**src/rtl/router_cmd_sequencer.sv**
```systemverilog
// router_cmd_sequencer: buffers (src, dst) transfer commands, waits for the
// link to qualify, then issues one registered request pulse per command to the
// router and holds off the next until a rising edge on router_done. Keeps
// transfer/cycle statistics and a sticky watchdog flag for hung transfers.
module router_cmd_sequencer #(
  parameter int DEPTH          = 16,
  parameter int STARTUP_WAIT   = 10,
  parameter int TIMEOUT_CYCLES = 65535
) (
  input  logic                     user_clk,
  input  logic                     rst,
  input  logic                     cmd_valid,
  output logic                     cmd_ready,
  input  logic [9:0]               cmd_src,
  input  logic [9:0]               cmd_dst,
  output logic                     router_start_req,
  output logic [9:0]               router_scr_addr,
  output logic [9:0]               router_dst_addr,
  input  logic                     router_done,
  output logic                     link_ready,
  output logic                     busy,
  output logic [$clog2(DEPTH):0]   fifo_level,
  output logic [31:0]              stat_xfers,
  output logic [31:0]              stat_cycles,
  output logic                     timeout_err,
  input  logic                     stat_clear
);

  localparam int AW = $clog2(DEPTH);
  localparam int LW = $clog2(DEPTH) + 1;
  localparam logic [LW-1:0] FULL_LVL    = LW'(DEPTH);
  localparam logic [31:0]   SETTLE_LEN  = 32'(STARTUP_WAIT);
  localparam logic [31:0]   TIMEOUT_LEN = 32'(TIMEOUT_CYCLES);
  localparam logic [31:0]   STAT_MAX    = 32'hFFFF_FFFF;
  // The phase counter stops one short of all-ones so "r_cnt + 1" never wraps.
  localparam logic [31:0]   CNT_SAT     = 32'hFFFF_FFFE;

  typedef enum logic [2:0] {
    S_INIT,
    S_SETTLE,
    S_IDLE,
    S_ISSUE,
    S_WAIT_DONE,
    S_GAP
  } state_t;

  state_t          r_state;
  state_t          w_state_nxt;

  logic [19:0]     r_mem [DEPTH];
  logic [AW-1:0]   r_wr_ptr;
  logic [AW-1:0]   r_rd_ptr;
  logic [LW-1:0]   r_level;

  logic            r_done_q;
  logic [31:0]     r_cnt;
  logic            r_start_req;
  logic [9:0]      r_scr;
  logic [9:0]      r_dst;
  logic            r_link_ready;
  logic [31:0]     r_stat_xfers;
  logic [31:0]     r_stat_cycles;
  logic            r_timeout_err;

  logic            w_push;
  logic            w_pop;
  logic            w_not_full;
  logic [19:0]     w_head;
  logic            w_done_rise;
  logic            w_settle_end;
  logic            w_wd_expire;
  logic            w_busy;
  logic            w_xfer_done;
  logic            w_timeout_hit;

  assign w_not_full    = (r_level != FULL_LVL);
  assign w_push        = cmd_valid & w_not_full;
  assign w_pop         = (r_state == S_ISSUE);
  assign w_head        = r_mem[r_rd_ptr];
  assign w_done_rise   = router_done & ~r_done_q;
  assign w_settle_end  = ((r_cnt + 32'd1) >= SETTLE_LEN);
  assign w_wd_expire   = (TIMEOUT_LEN != 32'd0) && ((r_cnt + 32'd1) >= TIMEOUT_LEN);
  assign w_busy        = (r_state == S_ISSUE) || (r_state == S_WAIT_DONE) || (r_state == S_GAP);
  assign w_xfer_done   = (r_state == S_WAIT_DONE) && w_done_rise;
  assign w_timeout_hit = (r_state == S_WAIT_DONE) && !w_done_rise && w_wd_expire;

  // Command storage; payload only, so it carries no reset.
  always_ff @(posedge user_clk) begin
    if (w_push) begin
      r_mem[r_wr_ptr] <= {cmd_src, cmd_dst};
    end
  end

  // FIFO pointers and occupancy; pointers wrap naturally since DEPTH is a power of two.
  always_ff @(posedge user_clk) begin
    if (rst) begin
      r_wr_ptr <= '0;
      r_rd_ptr <= '0;
      r_level  <= '0;
    end else begin
      if (w_push) r_wr_ptr <= r_wr_ptr + 1'b1;
      if (w_pop)  r_rd_ptr <= r_rd_ptr + 1'b1;
      case ({w_push, w_pop})
        2'b10:   r_level <= r_level + 1'b1;
        2'b01:   r_level <= r_level - 1'b1;
        default: r_level <= r_level;
      endcase
    end
  end

  // Delayed copy of router_done for rising-edge detection.
  always_ff @(posedge user_clk) begin
    if (rst) r_done_q <= 1'b0;
    else     r_done_q <= router_done;
  end

  // State register.
  always_ff @(posedge user_clk) begin
    if (rst) r_state <= S_INIT;
    else     r_state <= w_state_nxt;
  end

  // Next-state decode.
  always_comb begin
    w_state_nxt = r_state;
    case (r_state)
      S_INIT:      if (router_done)             w_state_nxt = S_SETTLE;
      S_SETTLE:    if (w_settle_end)            w_state_nxt = S_IDLE;
      S_IDLE:      if (r_level != '0)           w_state_nxt = S_ISSUE;
      S_ISSUE:                                  w_state_nxt = S_WAIT_DONE;
      S_WAIT_DONE: if (w_done_rise || w_wd_expire) w_state_nxt = S_GAP;
      S_GAP:                                    w_state_nxt = S_IDLE;
      default:                                  w_state_nxt = S_INIT;
    endcase
  end

  // Per-state cycle counter: restarts on every state change, so it times both
  // the settle window and the watchdog (cleared when ISSUE hands over to WAIT_DONE).
  always_ff @(posedge user_clk) begin
    if (rst) begin
      r_cnt <= '0;
    end else if (w_state_nxt != r_state) begin
      r_cnt <= '0;
    end else if (r_cnt != CNT_SAT) begin
      r_cnt <= r_cnt + 32'd1;
    end
  end

  // Registered request port: addresses are forced to zero outside the pulse.
  always_ff @(posedge user_clk) begin
    if (rst) begin
      r_start_req <= 1'b0;
      r_scr       <= '0;
      r_dst       <= '0;
    end else begin
      r_start_req <= w_pop;
      r_scr       <= w_pop ? w_head[19:10] : 10'd0;
      r_dst       <= w_pop ? w_head[9:0]   : 10'd0;
    end
  end

  // Link qualification flag, sticky until reset.
  always_ff @(posedge user_clk) begin
    if (rst) begin
      r_link_ready <= 1'b0;
    end else if ((r_state == S_SETTLE) && w_settle_end) begin
      r_link_ready <= 1'b1;
    end
  end

  // Statistics and watchdog flag; stat_clear takes priority over any update.
  always_ff @(posedge user_clk) begin
    if (rst || stat_clear) begin
      r_stat_xfers  <= '0;
      r_stat_cycles <= '0;
      r_timeout_err <= 1'b0;
    end else begin
      if (w_xfer_done && (r_stat_xfers != STAT_MAX))  r_stat_xfers  <= r_stat_xfers + 32'd1;
      if (w_busy && (r_stat_cycles != STAT_MAX))      r_stat_cycles <= r_stat_cycles + 32'd1;
      if (w_timeout_hit)                              r_timeout_err <= 1'b1;
    end
  end

  assign cmd_ready        = w_not_full;
  assign router_start_req = r_start_req;
  assign router_scr_addr  = r_scr;
  assign router_dst_addr  = r_dst;
  assign link_ready       = r_link_ready;
  assign busy             = w_busy;
  assign fifo_level       = r_level;
  assign stat_xfers       = r_stat_xfers;
  assign stat_cycles      = r_stat_cycles;
  assign timeout_err      = r_timeout_err;

endmodule

```
**config.mk**
```make
export PLATFORM = sky130hd
export DESIGN_NAME = router_cmd_sequencer
export DESIGN_NICKNAME = d
export VERILOG_FILES = /design/src/rtl/router_cmd_sequencer.sv
export SDC_FILE = /design/constraint.sdc
export NUM_CORES = 1
export LEC_CHECK = 0
export ABC_AREA = 1
export CAP_MARGIN = 20
export CORE_UTILIZATION = 45
export CTS_CLUSTER_SIZE = 16
export DETAILED_ROUTE_END_ITERATION = 7
export PLACE_DENSITY = 0.66
export SYNTH_ARGS = -nofsm -noshare
export SYNTH_HDL_FRONTEND = slang
export SYNTH_SLANG_ARGS = --single-unit
export TNS_END_PERCENT = 20
```
**constraint.sdc**
```tcl
create_clock -name user_clk -period 5.84 [get_ports user_clk]
set_input_delay 0.584 -clock user_clk [delete_from_list [all_inputs] [get_ports user_clk]]
set_output_delay 0.584 -clock user_clk [all_outputs]
set_load 0.03 [all_outputs]
```
Word level (Yosys, flattened, before mapping)
Memory sizes are Yosys's and may differ from the RTL's. A register that Yosys moved wholly into a read port is not among the register bits.
Index checks and enable logic that the tools add are counted.
{"block": "totals", "ram_bits": 320, "n_memories": 1, "input_bits": 25, "ff_bits": 116}
{"memory": "r_mem", "words": 16, "width": 20, "rd": 1, "rd_clocked_by_memory_dff": 1, "wr": 1, "line_no": "50", "text": "logic [19:0] r_mem [DEPTH];"}
{"block": "classes", "eq_ne": 12, "add_sub_neg": 7, "muxes": 8, "magnitude_cmp": 2, "bitwise_logic": 4, "reduce_logical": 16}
{"cell": "$add 32x1->32 const B", "count": 3}
{"cell": "$ne 32x32->1 const B", "count": 3}
{"cell": "$ge 32x16->1 const B", "count": 1}
{"cell": "$ge 32x4->1 const B", "count": 1}
{"cell": "$pmux 3 s6", "count": 1}
{"cell": "$mux 3", "count": 4}
{"cell": "$pmux 5 s2", "count": 1}
{"cell": "$add 4x1->4 const B", "count": 2}
{"cell": "$eq 3x2->1 const B", "count": 2}
{"cell": "$eq 3x3->1 const B", "count": 2}
{"cell": "$logic_and 1x1->1", "count": 6}
{"cell": "$add 5x1->5 const B", "count": 1}
{"cell": "$ne 5x5->1 const B", "count": 1}
{"cell": "$reduce_bool 5->1", "count": 1}
{"cell": "$sub 5x1->5 const B", "count": 1}
{"cell": "$logic_or 1x1->1", "count": 4}
{"cell": "$reduce_or 2->1", "count": 2}
{"cell": "$eq 3x1->1 const B", "count": 1}
{"cell": "$logic_not 3->1", "count": 1}
{"cell": "$ne 3x3->1", "count": 1}
{"cell": "$and 1x1->1", "count": 2}
{"cell": "$eq 2x1->1 const B", "count": 1}
{"cell": "$eq 2x2->1 const B", "count": 1}
{"cell": "$mux 1", "count": 2}
{"cell": "other kinds (3)", "count": 4}

Logic depth before layout (Yosys ltp)
{"block": "logic_depth", "ltp_word": 7, "depth_mapped": 17, "depth_no_buf": 17}

Least setup slack after synthesis
OpenSTA, ideal clock, no wires.
{"block": "synth_timing", "kind": "flip-flop to flip-flop", "startpoint": "register r_level[1], in the netlist fifo_level[1]", "endpoint": "memory r_mem[11][0], enable pin", "n_path_buf": 0, "required_ns": 5.443, "period_less_slack_ns": 2.611, "path_stages_with_launch": 7, "path_slack_ns": 3.229, "arrival_time_ns": 2.215, "path_cell_list": "dfxtp_1 > nor4_1 > nand2_1 > nand2_1 > inv_1 > nand2_1 > nor2_1"}
{"block": "synth_via", "elab_chain_len": 4}
{"item": "from (decl)", "line_no": "53", "text": "logic [LW-1:0] r_level;"}
{"item": "from (signal assigned)", "line_no": "104", "text": "2'b10: r_level <= r_level + 1'b1;"}
{"item": "from (signal assigned)", "line_no": "105", "text": "2'b01: r_level <= r_level - 1'b1;"}
{"item": "from (signal assigned)", "line_no": "106", "text": "default: r_level <= r_level;"}
{"item": "$ne 5x5->1", "line_no": "76", "text": "assign w_not_full = (r_level != FULL_LVL);"}
{"item": "via cmd_ready", "line_no": "13", "text": "output logic cmd_ready,"}
{"item": "$and 1x1->1", "line_no": "77", "text": "assign w_push = cmd_valid & w_not_full;"}
{"item": "$mux 1", "line_no": "89", "text": "if (w_push) begin"}
{"item": "$mux 1 (not written as such)", "line_no": "90", "text": "r_mem[r_wr_ptr] <= {cmd_src, cmd_dst};"}
{"item": "to (decl)", "line_no": "50"}
The timed path passes the listed nets, and every way through them passes these cells.

Worst setup path in the final report
{"block": "layout_timing", "startpoint": "register r_state[1]", "endpoint": "register r_stat_xfers[14], in the netlist stat_xfers[14]"}
{"block": "layout_via", "elab_chain_len": 3}
{"item": "from (decl)", "line_no": "47", "text": "state_t r_state;"}
{"item": "from (signal assigned)", "line_no": "120", "text": "else r_state <= w_state_nxt;"}
{"item": "$eq 3x3->1", "line_no": "84", "text": "assign w_xfer_done = (r_state == S_WAIT_DONE) && w_done_rise;"}
{"item": "$logic_and 1x1->1", "line_no": "84"}
{"item": "$logic_and 1x1->1", "line_no": "178", "text": "if (w_xfer_done && (r_stat_xfers != STAT_MAX)) r_stat_xfers <= r_stat_xfers + 32'd1;"}
{"item": "to (signal assigned)", "line_no": "178"}
{"item": "to (decl)", "line_no": "61", "text": "logic [31:0] r_stat_xfers;"}
No other way between the ends.
A chain may end at the register's enable or synchronous reset.

==> flow_metrics.tcl <==
set metrics [dict create \
    most_frequently_used_cell_type_in_the_post_synthesis_netlist "nand2_1" \
    floorplan.die_area_mm2 0.0450 \
    synth_area_per_cell_um2 9.78 \
    grt_pass1_wl_um 79700 \
    clock-root-buffer "clkbuf_16" \
    clkSlewWorstSetupHoldPaths_ps 60 \
    finalPower_mw 6.87 \
    synth-simple-area-share_pct 19.9 \
    drt-vias-per-instance 5.42 \
    synth_top_family_by_area "simple AND/OR/NAND/NOR gates" \
    fin_skew_ps 18.0 \
    leakagePower_nw 7.91 \
    end_kind "flop" \
    critical_path.top_delay_family "simple AND/OR/NAND/NOR gates" \
    fmax_mhz 297 \
    floorplan.core_area_mm2 0.0433 \
    mappedNetlistArea_mm2 0.0199 \
    routabilityCongestion 0.914 \
    top_level_ports 119 \
    drt_pass1_iterations 5 \
    crit_path_max_fanout 23 \
    synthToLayoutAreaGrowth_pct 17.6 \
    cp.buffers_inverters 3 \
    synth_commonest_cells "nand2_1 (392), nor2_1 (332), edfxtp_1 (320)" \
    detail_route.wirelength_um 51500 \
    synth.top_cell.area_share_pct 48.4 \
    h_tree_levels 2 \
    chain_of_cells_forming_the_critical_path "nor2_1 -> inv_1 -> nor2_1 -> inv_1 -> nor2_1 -> nand2_1 -> inv_1 -> nand4_1 -> nor2_1 -> nand2_1 -> o21ai_0 -> a21oi_1" \
    drive_above_1_share_pct 8.34 \
    port_buffers 118 \
    dominantRegCellSynth "edfxtp_1" \
    dp_hpwl_um 30000 \
    final_net_count 2182 \
    critical_path_required_ps 6310 \
    cpMaxStageDelayCell "inv_1" \
    maximum_number_of_pins_on_one_net_before_global_route_repair 116 \
    power_per_cell_area_mw_per_mm2 294 \
    final.min_clock_period_ps 3360 \
    place_inst 2675 \
    top_cell_type_by_total_area_after_synthesis "edfxtp_1" \
    die_y_um 212 \
    worst_hold_path_type "reg -> reg" \
    initial_utilization_pct 45.9 \
    ys_seq_elements 456 \
    sequential_element_share_of_the_synthesized_area_pct 62.1 \
    final_antenna_net_count 0 \
    worst_slew_pin_slew_ps 1110 \
    drt_drc_violations_left 0 \
    grt.total_usage_pct 23.1 \
    detailroute.via_count 15000 \
    peakVddDrop_uv 209 \
    synthesized_area_fraction_occupied_by_ao_oa_aoi_and_oai_cells_pct 11.2 \
    cts_post_setup_buffers_inserted 0 \
    global_route.overflow_total 0 \
    synth_xor_xnor_area_share_pct 1.50 \
    synth_area_leaders "edfxtp_1 (48%), dfxtp_1 (14%), nand2_1 (7.4%)" \
    initialDrtViolationCount 1400 \
    final-setup-viol-count 0 \
    critical-path-top-cell-by-count "nor2_1" \
    start_kind "flop" \
    max-clock-path-buffers 3 \
    tritoncts "done" \
    cts_hold_repair.buffers 0 \
    maxCapViolCount 0 \
    grt_setup_unrepaired "false" \
    route.detailed.wl_per_inst_um 18.6 \
    timing.final.crit_share_pct 57.6 \
    reg2reg_setup_slack_ps 2480 \
    finalMaxSlewViolations 0 \
    cp.arrival_ps 3840 \
    synth_edf_count 320 \
    setup_tns_ps 0 \
    worst_skew_late_latency_ps 600 \
    yosys.area_share.adder_pct 0.983 \
    antenna_found_initial 3 \
    count_of_distinct_cell_types_in_the_synthesized_netlist 41 \
    row_count 76 \
    ctsResizeCount 0 \
    worst-setup-path-type "reg -> reg" \
    nets_in_the_synthesized_netlist 2072 \
    ys_warn_count 0 \
    run_status "finished, final reports clean" \
    grt_pass1_vias 14200 \
    netlist_instances 2032 \
    post_dp_cell_area_mm2 0.0217 \
    worst_hold_slack_ps 500 \
    synthMuxAreaShare_pct 0 \
    instances_no_fill 2769 \
    fin_area_mm2 0.0234 \
    max_stage_delay_ps 700 \
    cts_made_buffers 49 \
    report.final.hold_viol_count 0 \
    maxSlewHeadroom_pct 25.9 \
    synth-async-reset-ratio_pct 0 \
    die_w_um 212 \
    tritoncts_num_sinks 456 \
]
routing by layer:
| layer | vias to the layer above | global-route usage [%] | share of wire, % |
|---|---|---|---|
| met5 | - | 0 | 0.027 |
| met4 | 2 | 8.20 | 3.0 |
| met3 | 104 | 4.46 | 6.8 |
| met2 | 494 | 35.9 | 45 |
| met1 | 7149 | 32.2 | 45 |
| li1 | 7272 | - | - |
flip-flops by register name, summed over array words and instances, names as in the netlist:
signal	count
router_dst_addr	10
r_wr_ptr	4
router_start_req	1
r_cnt	32
r_mem	320
link_ready	1
r_done_q	1
stat_xfers	32
timeout_err	1
router_scr_addr	10
r_rd_ptr	4
fifo_level	5
r_state	3
stat_cycles	32
where the power goes:
group	switching, mW	leakage, nW	internal [mW]
registers	0.0137	3.99	3.49
logic	0.115	3.09	0.0452
clock network	1.29	0.827	1.91
worst reg2reg max path: cells and delay by family (launching register included):
family          cells  cell delay, ps
compound gates      2             230
buf+inv             3             870
flops               1             360
simple gates        7            1810
cells by family after synthesis:
family | Yosys count
AND/OR/NAND/NOR | 905
flip-flops | 456
AO/OA/AOI/OAI | 402
buffers and inverters | 220
XOR/XNOR | 34
adder cells (fa/ha/maj) | 15
stage by stage:
stage                     utilization, %  setup slack (ps)
final                               54.0              2480
after floorplan                        -              3230
after detailed placement            50.1              1910
after global routing                54.0              2140
after CTS                           53.9              2460
after global placement              50.1              1960
placed cells by master (no fill, tap or decap), types with 33 or more instances in the layout:
master	count
nor3_1	33
clkbuf_16	49
nor2_1	315
nand3_1	36
dfxtp_1	133
a21oi_1	70
nand2_1	392
o22ai_1	60
inv_1	129
o21ai_0	218
edfxtp_1	320
clkdlybuf4s50_1	118
path summary, 6_finish.rpt:
path	from	end	cells after the start
setup / recovery	r_state[1]	stat_xfers[14]	12
hold reg to reg	link_ready	link_ready	2
setup reg to reg	r_state[1]	stat_xfers[14]	12
hold / removal	link_ready	link_ready	2
layout make-up:
class	instances	area [um^2]
timing repair buffer	147	1420
multi-input combinational	1356	6710
clock buffer	61	1310
inverter	132	499
antenna	2	5.00
clock inverter	30	352
fill	3793	19900
sequential	456	12300
tap	585	732
No activity file was read; power rests on OpenSTA's default activity.
==> edit, RTL diff (same flow settings) <==
Set the parameter `DEPTH` to 8 (it was 16).
--- a/src/rtl/router_cmd_sequencer.sv
+++ b/src/rtl/router_cmd_sequencer.sv
@@ -3,7 +3,7 @@
 // router and holds off the next until a rising edge on router_done. Keeps
 // transfer/cycle statistics and a sticky watchdog flag for hung transfers.
 module router_cmd_sequencer #(
-  parameter int DEPTH          = 16,
+  parameter int DEPTH          = 8,
   parameter int STARTUP_WAIT   = 10,
   parameter int TIMEOUT_CYCLES = 65535
 ) (
Interface: changed (resized fifo_level); port bits go from 119 to 118. No check against the original RTL was run, so the function may have changed too.
==> edit against the original RTL <==
Non-clock buffer count shrank 13. Worst setup slack gained 0.34 ns. First-iteration DRC count shrank 35%. Synthesized cell count shrank 25%. Final area shrank 31%. Clock power shrank 34%. Sequential cell count shrank 163. Routed wire length shrank 38%. Combinational power shrank 13%. Area after synthesis shrank 32%. Count of clock-buffer cells in the layout shrank 18. Power shrank 35%. Critical endpoint is now r_cnt[1].
==> edit: results (changes against the original RTL) <==
The run finished with clean final reports. The synthesized netlist net count is 1555 (-25%), and the highest cell delay on the worst timing path is 0.68 ns (-0.02 ns). The antenna diode instance count came out at 0 (-2).

The number of enable flip-flop cells after synthesis is 160 (-50%). The logs give 51.2 mm (-36%) for the first-pass GRT wire length and 2628 (-31%) for the total of fill cells in the finished design. The compound-cell area share of the yosys netlist is 0.103 (-0.00841), and the worst setup slack after placement is 2.57 ns (+0.656 ns). The run gives 0.209 (-0.0217) as the total global-route track usage. For the overall routed net length, the log shows 32.0 mm (-38%). For the part of the Yosys area used for sequential elements, the log shows 0.556 (-0.0644). The xor and xnor area share after synthesis works out to 0.0170 (+0.00198). The number of antenna violations at the first check in global routing is 0 (-3). The global routing usage on met3 is 0.0331 (-0.0115), and the via count of the first global-routing pass is 10.2k (-28%). The tools report the global-route track usage on met2 as 0.364 (+0.00557).

For the cell leakage power, the log shows 5.52 nW (-30%). In the post-synthesis netlist, the biggest area contributors are sky130_fd_sc_hd__edfxtp_1 (36%), sky130_fd_sc_hd__dfxtp_1 (20%), sky130_fd_sc_hd__nor2_1 (8.0%), sky130_fd_sc_hd__nand2_1 (7.3%), sky130_fd_sc_hd__o21ai_0 (5.1%). The slew at the pin closest to its max-slew limit is 0.927 ns (-0.184 ns), and the net total in the final layout is 1676 (-23%). The total met2 wirelength after detailed routing is 15.6 mm (-33%).

The met3 routed wirelength was 1.69 mm (-52%); the via count of the routed design was 10.7k (-29%). For the wire length the detailed router placed on met1, the log shows 13.8 mm (-40%). The routability congestion estimate from global placement was 0.897 (-1.8%).

The synthesized-area fraction occupied by adder cells is 0.0108 (+0.000989), and the data arrival at the endpoint of the critical path is 3.39 ns (-0.45 ns). The flip-flop count of the largest register, all copies and words added was 160 (-50%). Number of buffers inserted by port buffering: 117 (-0.85%).

The top fanout value on the critical path works out to 32 (+39%). The peak supply drop was 0.244 mV (+17%). The slowest stage of the critical path belongs to the cell sky130_fd_sc_hd__nand2_4. The tools report the number of detailed-route iterations in the first pass as 8 (+3).

Share of final-layout standard cells stronger than drive strength 1: 0.0870 (+0.00363). Ranked by instance count, the synthesized netlist is headed by sky130_fd_sc_hd__nor2_1 (287), sky130_fd_sc_hd__nand2_1 (261), sky130_fd_sc_hd__edfxtp_1 (160), sky130_fd_sc_hd__o21ai_0 (138), sky130_fd_sc_hd__inv_1 (136). The uppermost layer routed was met4.

The run gives 0.0212 ns (+0.00325 ns) as the worst-case clock skew. The clock buffer count from CTS came out at 34 (-31%).
==> edit: cell types whose count changed in the layout (fill, tap and decap cells not counted), moves of 37 or more <==
cell                       change
sky130_fd_sc_hd__edfxtp_1    -160
sky130_fd_sc_hd__nor2_1       -37
sky130_fd_sc_hd__o22ai_1      -40
sky130_fd_sc_hd__nand2_1     -131
sky130_fd_sc_hd__o21ai_0      -80
==> edit: cells by family after synthesis <==
family,after synthesis
AO/OA/AOI/OAI,260
XOR/XNOR,26
adder cells (fa/ha/maj),11
buffers and inverters,187
flip-flops,293
AND/OR/NAND/NOR,742
==> edit: power by group <==
part	internal [mW]	leakage [nW]	total, mW	switching, mW
registers	2.20	2.53	2.21	0.0103
clock network	1.25	0.553	2.11	0.857
logic	0.0430	2.44	0.139	0.0964
total	3.50	5.52	4.46	0.964
==> edit: area by class of cell <==
class / count / share of cell area
clock buffers: 43 / 0.0585
clock inverters: 19 / 0.0118
inverters: 138 / 0.0321
multi-input cells: 1039 / 0.323
flip-flops and latches: 293 / 0.462
well taps: 384 / 0.0297
repair buffers: 134 / 0.0821
==> edit: final timing paths <==
check / from / end / slack [ns] / cells after the start
max: r_cnt[1] / r_cnt[1] / 2.82 / 16
min: timeout_err / timeout_err / 0.47 / 2
min reg2reg: timeout_err / timeout_err / 0.47 / 2
max reg2reg: r_cnt[1] / r_cnt[1] / 2.82 / 16
==> edit: stage by stage <==
step / std cells / cell area, sq um / hold WS [ns]
global route: 2050 / 16200 / 0.497
detailed placement: 1986 / 15000 / 0.466
floorplan: 1519 / 13400 / 0.463
CTS: 2048 / 16100 / 0.479
finish: 2050 / 16200 / 0.470
global placement: 1986 / 15000 / 0.461
